<file path="src/rtl/axi_rx_pkg.sv">
// Shared definitions for the AXI-style receive (and future transmit) FIFO channels.
package axi_rx_pkg;

  typedef enum logic [1:0] {S_INIT, S_RUN, S_FULL} rx_state_t;

  function automatic int rx_addr_w(input int depth);
    return $clog2(depth);
  endfunction

endpackage

</file>
<file path="src/rtl/rx_fifo_mem.sv">
// DEPTH x WIDTH register array: one synchronous write port, asynchronous read, storage not reset.
module rx_fifo_mem #(
  parameter int WIDTH  = 8,
  parameter int DEPTH  = 4,
  parameter int ADDR_W = 2
) (
  input  logic              clk,
  input  logic              we,
  input  logic [ADDR_W-1:0] waddr,
  input  logic [WIDTH-1:0]  wdata,
  input  logic [ADDR_W-1:0] raddr,
  output logic [WIDTH-1:0]  rdata
);

  logic [WIDTH-1:0] mem [DEPTH];

  always_ff @(posedge clk) begin
    if (we) mem[waddr] <= wdata;
  end

  assign rdata = mem[raddr];

endmodule

</file>
<file path="src/rtl/axi_rx_fifo_channel.sv">
// VALID/READY receive channel feeding a first-word-fall-through FIFO drained by the upper module.
// Optional build macro RX_LEVEL_EN adds the rx_level occupancy and sticky rx_overflow outputs.
module axi_rx_fifo_channel
  import axi_rx_pkg::*;
#(
  parameter int WIDTH = 8,
  parameter int DEPTH = 4
) (
  input  logic                    ACLK,
  input  logic                    ARESETn,
  input  logic                    VALID,
  output logic                    READY,
  input  logic [WIDTH-1:0]        xDATA,
  output logic                    rx_valid,
  input  logic                    rx_ready,
  output logic [WIDTH-1:0]        rx_data,
  input  logic                    rx_flush
`ifdef RX_LEVEL_EN
  ,
  output logic [$clog2(DEPTH):0]  rx_level,
  output logic                    rx_overflow
`endif
);

  localparam int ADDR_W = rx_addr_w(DEPTH);
  localparam logic [ADDR_W-1:0] PTR_ONE  = (ADDR_W)'(1);
  localparam logic [ADDR_W:0]   CNT_ONE  = (ADDR_W+1)'(1);
  localparam logic [ADDR_W:0]   CNT_FULL = (ADDR_W+1)'(DEPTH);

  if (DEPTH < 2 || (DEPTH & (DEPTH - 1)) != 0) begin : g_depth_chk
    $error("axi_rx_fifo_channel: DEPTH must be a power of two >= 2");
  end

  rx_state_t         state, state_nx;
  logic [ADDR_W-1:0] wr_ptr, rd_ptr;
  logic [ADDR_W:0]   count, count_nx;
  logic [WIDTH-1:0]  rdata;
  logic              push, pop, we;

  assign READY    = (state == S_RUN);
  assign rx_valid = (count != '0);
  assign push     = VALID & READY;
  assign pop      = rx_valid & rx_ready;
  // A beat arriving with a flush is dropped, so it must not land in storage either.
  assign we       = push & ~rx_flush;

  always_comb begin
    count_nx = count;
    case ({push, pop})
      2'b10:   count_nx = count + CNT_ONE;
      2'b01:   count_nx = count - CNT_ONE;
      default: count_nx = count;
    endcase
  end

  // READY is derived from registered state only, so the bus never sees a VALID->READY path.
  always_comb begin
    state_nx = state;
    if (rx_flush) state_nx = S_RUN;
    else begin
      case (state)
        S_INIT:  state_nx = S_RUN;
        S_RUN:   if (count_nx == CNT_FULL) state_nx = S_FULL;
        S_FULL:  if (count_nx != CNT_FULL) state_nx = S_RUN;
        default: state_nx = S_INIT;
      endcase
    end
  end

  always_ff @(posedge ACLK or negedge ARESETn) begin
    if (!ARESETn) begin
      state  <= S_INIT;
      wr_ptr <= '0;
      rd_ptr <= '0;
      count  <= '0;
    end else begin
      state <= state_nx;
      if (rx_flush) begin
        wr_ptr <= '0;
        rd_ptr <= '0;
        count  <= '0;
      end else begin
        if (push) wr_ptr <= wr_ptr + PTR_ONE;
        if (pop)  rd_ptr <= rd_ptr + PTR_ONE;
        count <= count_nx;
      end
    end
  end

  rx_fifo_mem #(
    .WIDTH  (WIDTH),
    .DEPTH  (DEPTH),
    .ADDR_W (ADDR_W)
  ) u_mem (
    .clk   (ACLK),
    .we    (we),
    .waddr (wr_ptr),
    .wdata (xDATA),
    .raddr (rd_ptr),
    .rdata (rdata)
  );

  // Storage is unreset, so mask the head while empty to keep rx_data defined.
  assign rx_data = rx_valid ? rdata : '0;

`ifdef RX_LEVEL_EN
  logic ovf;

  always_ff @(posedge ACLK or negedge ARESETn) begin
    if (!ARESETn)                        ovf <= 1'b0;
    else if (rx_flush)                   ovf <= 1'b0;
    else if (VALID && state == S_FULL)   ovf <= 1'b1;
  end

  assign rx_level    = count;
  assign rx_overflow = ovf;
`endif

endmodule

</file>
<file path="config.mk">
export PLATFORM = sky130hd
export DESIGN_NAME = axi_rx_fifo_channel
export DESIGN_NICKNAME = d
export VERILOG_FILES = /design/src/rtl/axi_rx_pkg.sv /design/src/rtl/rx_fifo_mem.sv /design/src/rtl/axi_rx_fifo_channel.sv
export SDC_FILE = /design/constraint.sdc
export NUM_CORES = 1
export LEC_CHECK = 0
export BUFFER_PORTS_ARGS = -buffer_cell sky130_fd_sc_hd__buf_2
export CAP_MARGIN = 0
export CORE_MARGIN = 4
export CORE_UTILIZATION = 30
export CTS_CLUSTER_SIZE = 30
export DETAILED_ROUTE_END_ITERATION = 16
export HOLD_SLACK_MARGIN = 0.08
export PLACE_DENSITY = 0.49
export REMOVE_ABC_BUFFERS = 1
export SLEW_MARGIN = 20
export SYNTH_ARGS = -nofsm -noshare
export SYNTH_HDL_FRONTEND = slang
export SYNTH_SLANG_ARGS = --single-unit
export TNS_END_PERCENT = 10
</file>
<file path="constraint.sdc">
create_clock -name ACLK -period 2.54 [get_ports ACLK]
set_clock_uncertainty 0.15 [all_clocks]
set_input_delay 0.381 -clock ACLK [delete_from_list [all_inputs] [get_ports ACLK]]
set_output_delay 0.381 -clock ACLK [all_outputs]
set_load 0.01 [all_outputs]
</file>
==> results.toml <==
[run_status]
status = "finished, final reports clean"

[logic_synthesis]
synthCells = 108
ys_seq_area_share_pct = 65.2
synth_cell_types = 31
ys_ff_latch = 41
avgSynthCellArea_um2 = 16.8
yosysWarnings = 0
synth_area_um2 = 1820

[power]
leakagePower_uw = 0.000812
power_uw = 2140
irDropWorstVdd_mv = 0.227
power_density_nw_per_um2 = 971

[cts]
insertion_delay_ns = 0.29
clockRootBuffer = "clkbuf_8"
cts_num_sinks = 41
htreeDepth = 2
clk_pin_slew_ns = 0.08
tritoncts = "built"
numCtsBuffers = 5
clockBufferDepth = 2

[grt]
antenna_found_initial = 0
grt_pass1_wl_um = 5490
grt_max_degree = 15
grt_pass1_vias = 1117
overflow = 0
grtUsageTotal_pct = 10.1

[critical_path]
crit_path_start_kind = "flip-flop"
worstPathMaxFanout = 3
crit_family = "simple AND/OR/NAND/NOR gates"
max_stage_delay_ns = 0.48
setup.worst_path.end_class = "flip-flop"
critPathRequiredTime_ns = 2.57
cp.arrival_ns = 2.54
path_cells = "or3_4, and2_4, ha_2, fa_2, nor3b_4, o32ai_4, nor4b_2, a31oi_1"
worst-path-buf-inv = 0
worstSetupPathType = "reg2reg"
crit_slowest_cell = "fa_2"

[floorplanning]
dieArea_um2 = 7370
die_w_um = 85.8
io_pins = 23
die_y_um = 85.8
core_area_um2 = 5890
row_count = 28
initial_core_util_pct = 30.9

[timing]
relSlewSlack_pct = 68.5
final_max_slew_viol_count = 0
fin_crit_ns = 2.51
hold_viol = 0
fin_ws_ns = 0.0317
worstMarginPinSlew_ns = 0.472
rsz0062_at_grt = "true"
fin_hold_ws_ns = 0.153
fmax_ghz = 0.399
period_share_pct = 98.8
finalSetupViolCount = 0

[placement]
place.gp.congestion = 0.686
hpwl_um = 2220
dpl_worst_slack_ns = -0.0566
io_buffers = 22

[routing]
route.vias.total = 984
wl_met2_um = 1780
wl_met1_um = 1200
drt_iter0_drc = 44
ant_nets = 0
drt_wl_total_um = 3180
vias_per_cell = 4.53
wire_per_inst_um = 14.6
drtPass1Iterations = 4
drc = 0
highest_layer = "met4"
route.met3.wl_um = 132

[final_layout]
drive_gt1_share_pct = 34.5
area_growth_pct = 21.0
final_nets = 160
diodes = 0

[worst_hold_path]
worstHoldPathType = "in2reg"

[run]
cap_viol_max_count = 0
## synthesized netlist by cell type
| cell | instances | area (um^2) |
|---|---|---|
| o21bai_1 | 1 | 7.51 |
| nor4b_1 | 1 | 8.76 |
| edfxtp_1 | 32 | 961 |
| buf_6 | 2 | 22.5 |
| fa_1 | 1 | 20.0 |
| o21ai_0 | 1 | 5.00 |
| clkbuf_1 | 1 | 3.75 |
| nand3_2 | 1 | 10.0 |
| inv_1 | 4 | 15.0 |
| a21oi_1 | 2 | 10.0 |
| or3_4 | 1 | 11.3 |
| and2b_1 | 1 | 7.51 |
| or3_1 | 1 | 6.26 |
| ha_1 | 5 | 62.6 |
| nand3_1 | 1 | 5.00 |
| mux2i_1 | 1 | 10.0 |
| and2_1 | 13 | 81.3 |
| mux4_1 | 7 | 184 |
| nor2_1 | 6 | 22.5 |
| dfrtp_1 | 9 | 225 |
| a31oi_1 | 1 | 6.26 |
| xnor2_1 | 4 | 35.0 |
| mux4_2 | 1 | 22.5 |
| nand2_1 | 2 | 7.51 |
| buf_4 | 1 | 7.51 |
| nor4_1 | 1 | 6.26 |
| o32ai_1 | 1 | 8.76 |
| xor2_1 | 2 | 17.5 |
| nor3b_1 | 2 | 15.0 |
| o21a_1 | 1 | 7.51 |
| buf_2 | 1 | 5.00 |
## cells by family (layout without fill, tap and decap cells)
kind of cell             Yosys count  after routing  synth area share, %
adder cells (fa/ha/maj)            6              6                 4.54
flip-flops                        41             41                 65.2
AND/OR/NAND/NOR                   30             30                 9.98
buffers and inverters              9             43                 2.96
multiplexers                       9              9                 11.9
AO/OA/AOI/OAI                      7              7                 2.48
XOR/XNOR                           6              6                 2.89
## layout by cell type (no fill, tap or decap), types with 4 or more instances in the layout
cell type and count:
clkbuf_8 5, mux4_1 7, ha_1 4, inv_1 4, dfrtp_1 9, buf_2 22, edfxtp_1 32, and2_1 12
buf_4 8, nor2_1 6
## layout make-up
| cell class | instances | area, um^2 |
|---|---|---|
| fillers | 568 | 3690 |
| flip-flops and latches | 41 | 1190 |
| multi-input cells | 58 | 633 |
| repair buffers | 31 | 180 |
| well taps | 75 | 93.8 |
| clock buffers | 5 | 68.8 |
| clock inverters | 3 | 22.5 |
| inverters | 4 | 15.0 |
## worst reg2reg max path: stages, from the launching register on
cell and delay [ns]:
dfrtp_1 0.38, or3_4 0.39, and2_4 0.17, ha_2 0.19
fa_2 0.48, nor3b_4 0.22, o32ai_4 0.12, nor4b_2 0.24
a31oi_1 0.06
## registers in the layout, summed over array words and instances, names as in the netlist
name,flops
u_mem.mem,32
count,3
rd_ptr,2
state,2
wr_ptr,2
## stage by stage
stage,cell area [um^2],instances,utilization [%],setup TNS [ns]
global placement,2040,207,34.6,0
floorplan,1780,103,-,-0.0844
finish,2200,217,37.4,0
detailed placement,2040,207,34.6,-0.0566
CTS,2180,217,37.0,0
global route,2200,217,37.4,-0.220
## per-layer routing
metal,up-vias,global-route usage [%]
li1,467,-
met1,489,11.0
met2,22,18.1
met3,6,2.88
met4,0,4.32
met5,-,0
## worst paths after layout
path                            startpoint         endpoint  slack [ns]  cells after the start
max in group asynchronous          ARESETn        rd_ptr[1]        1.73                      2
worst min register to register    state[1]         state[0]        0.37                      1
min in group asynchronous          ARESETn         count[2]        0.32                      2
worst max register to register    count[0]         state[0]        0.03                      8
worst min-delay path              xDATA[3]  u_mem.mem[2][3]        0.15                      1
worst max-delay path              count[0]         state[0]        0.03                      8
## power by group
group / total, uW / internal (uW) / leakage [uW] / switching, uW
sequential: 858 / 809 / 0.000407 / 48.8
clock: 412 / 192 / 0.0000364 / 220
combinational: 865 / 443 / 0.000368 / 422
## repair_timing
item                                   in CTS  in global routing
pin swaps                                   6                  1
hold buffers                                1                  0
buffers inserted                            1                  0
resized for setup                           7                  3
setup endpoints to repair                   1                  3
endpoints found under the hold margin       9                  0
gates cloned                                0                  0
Note: power is estimated with default switching activity, not from simulation.
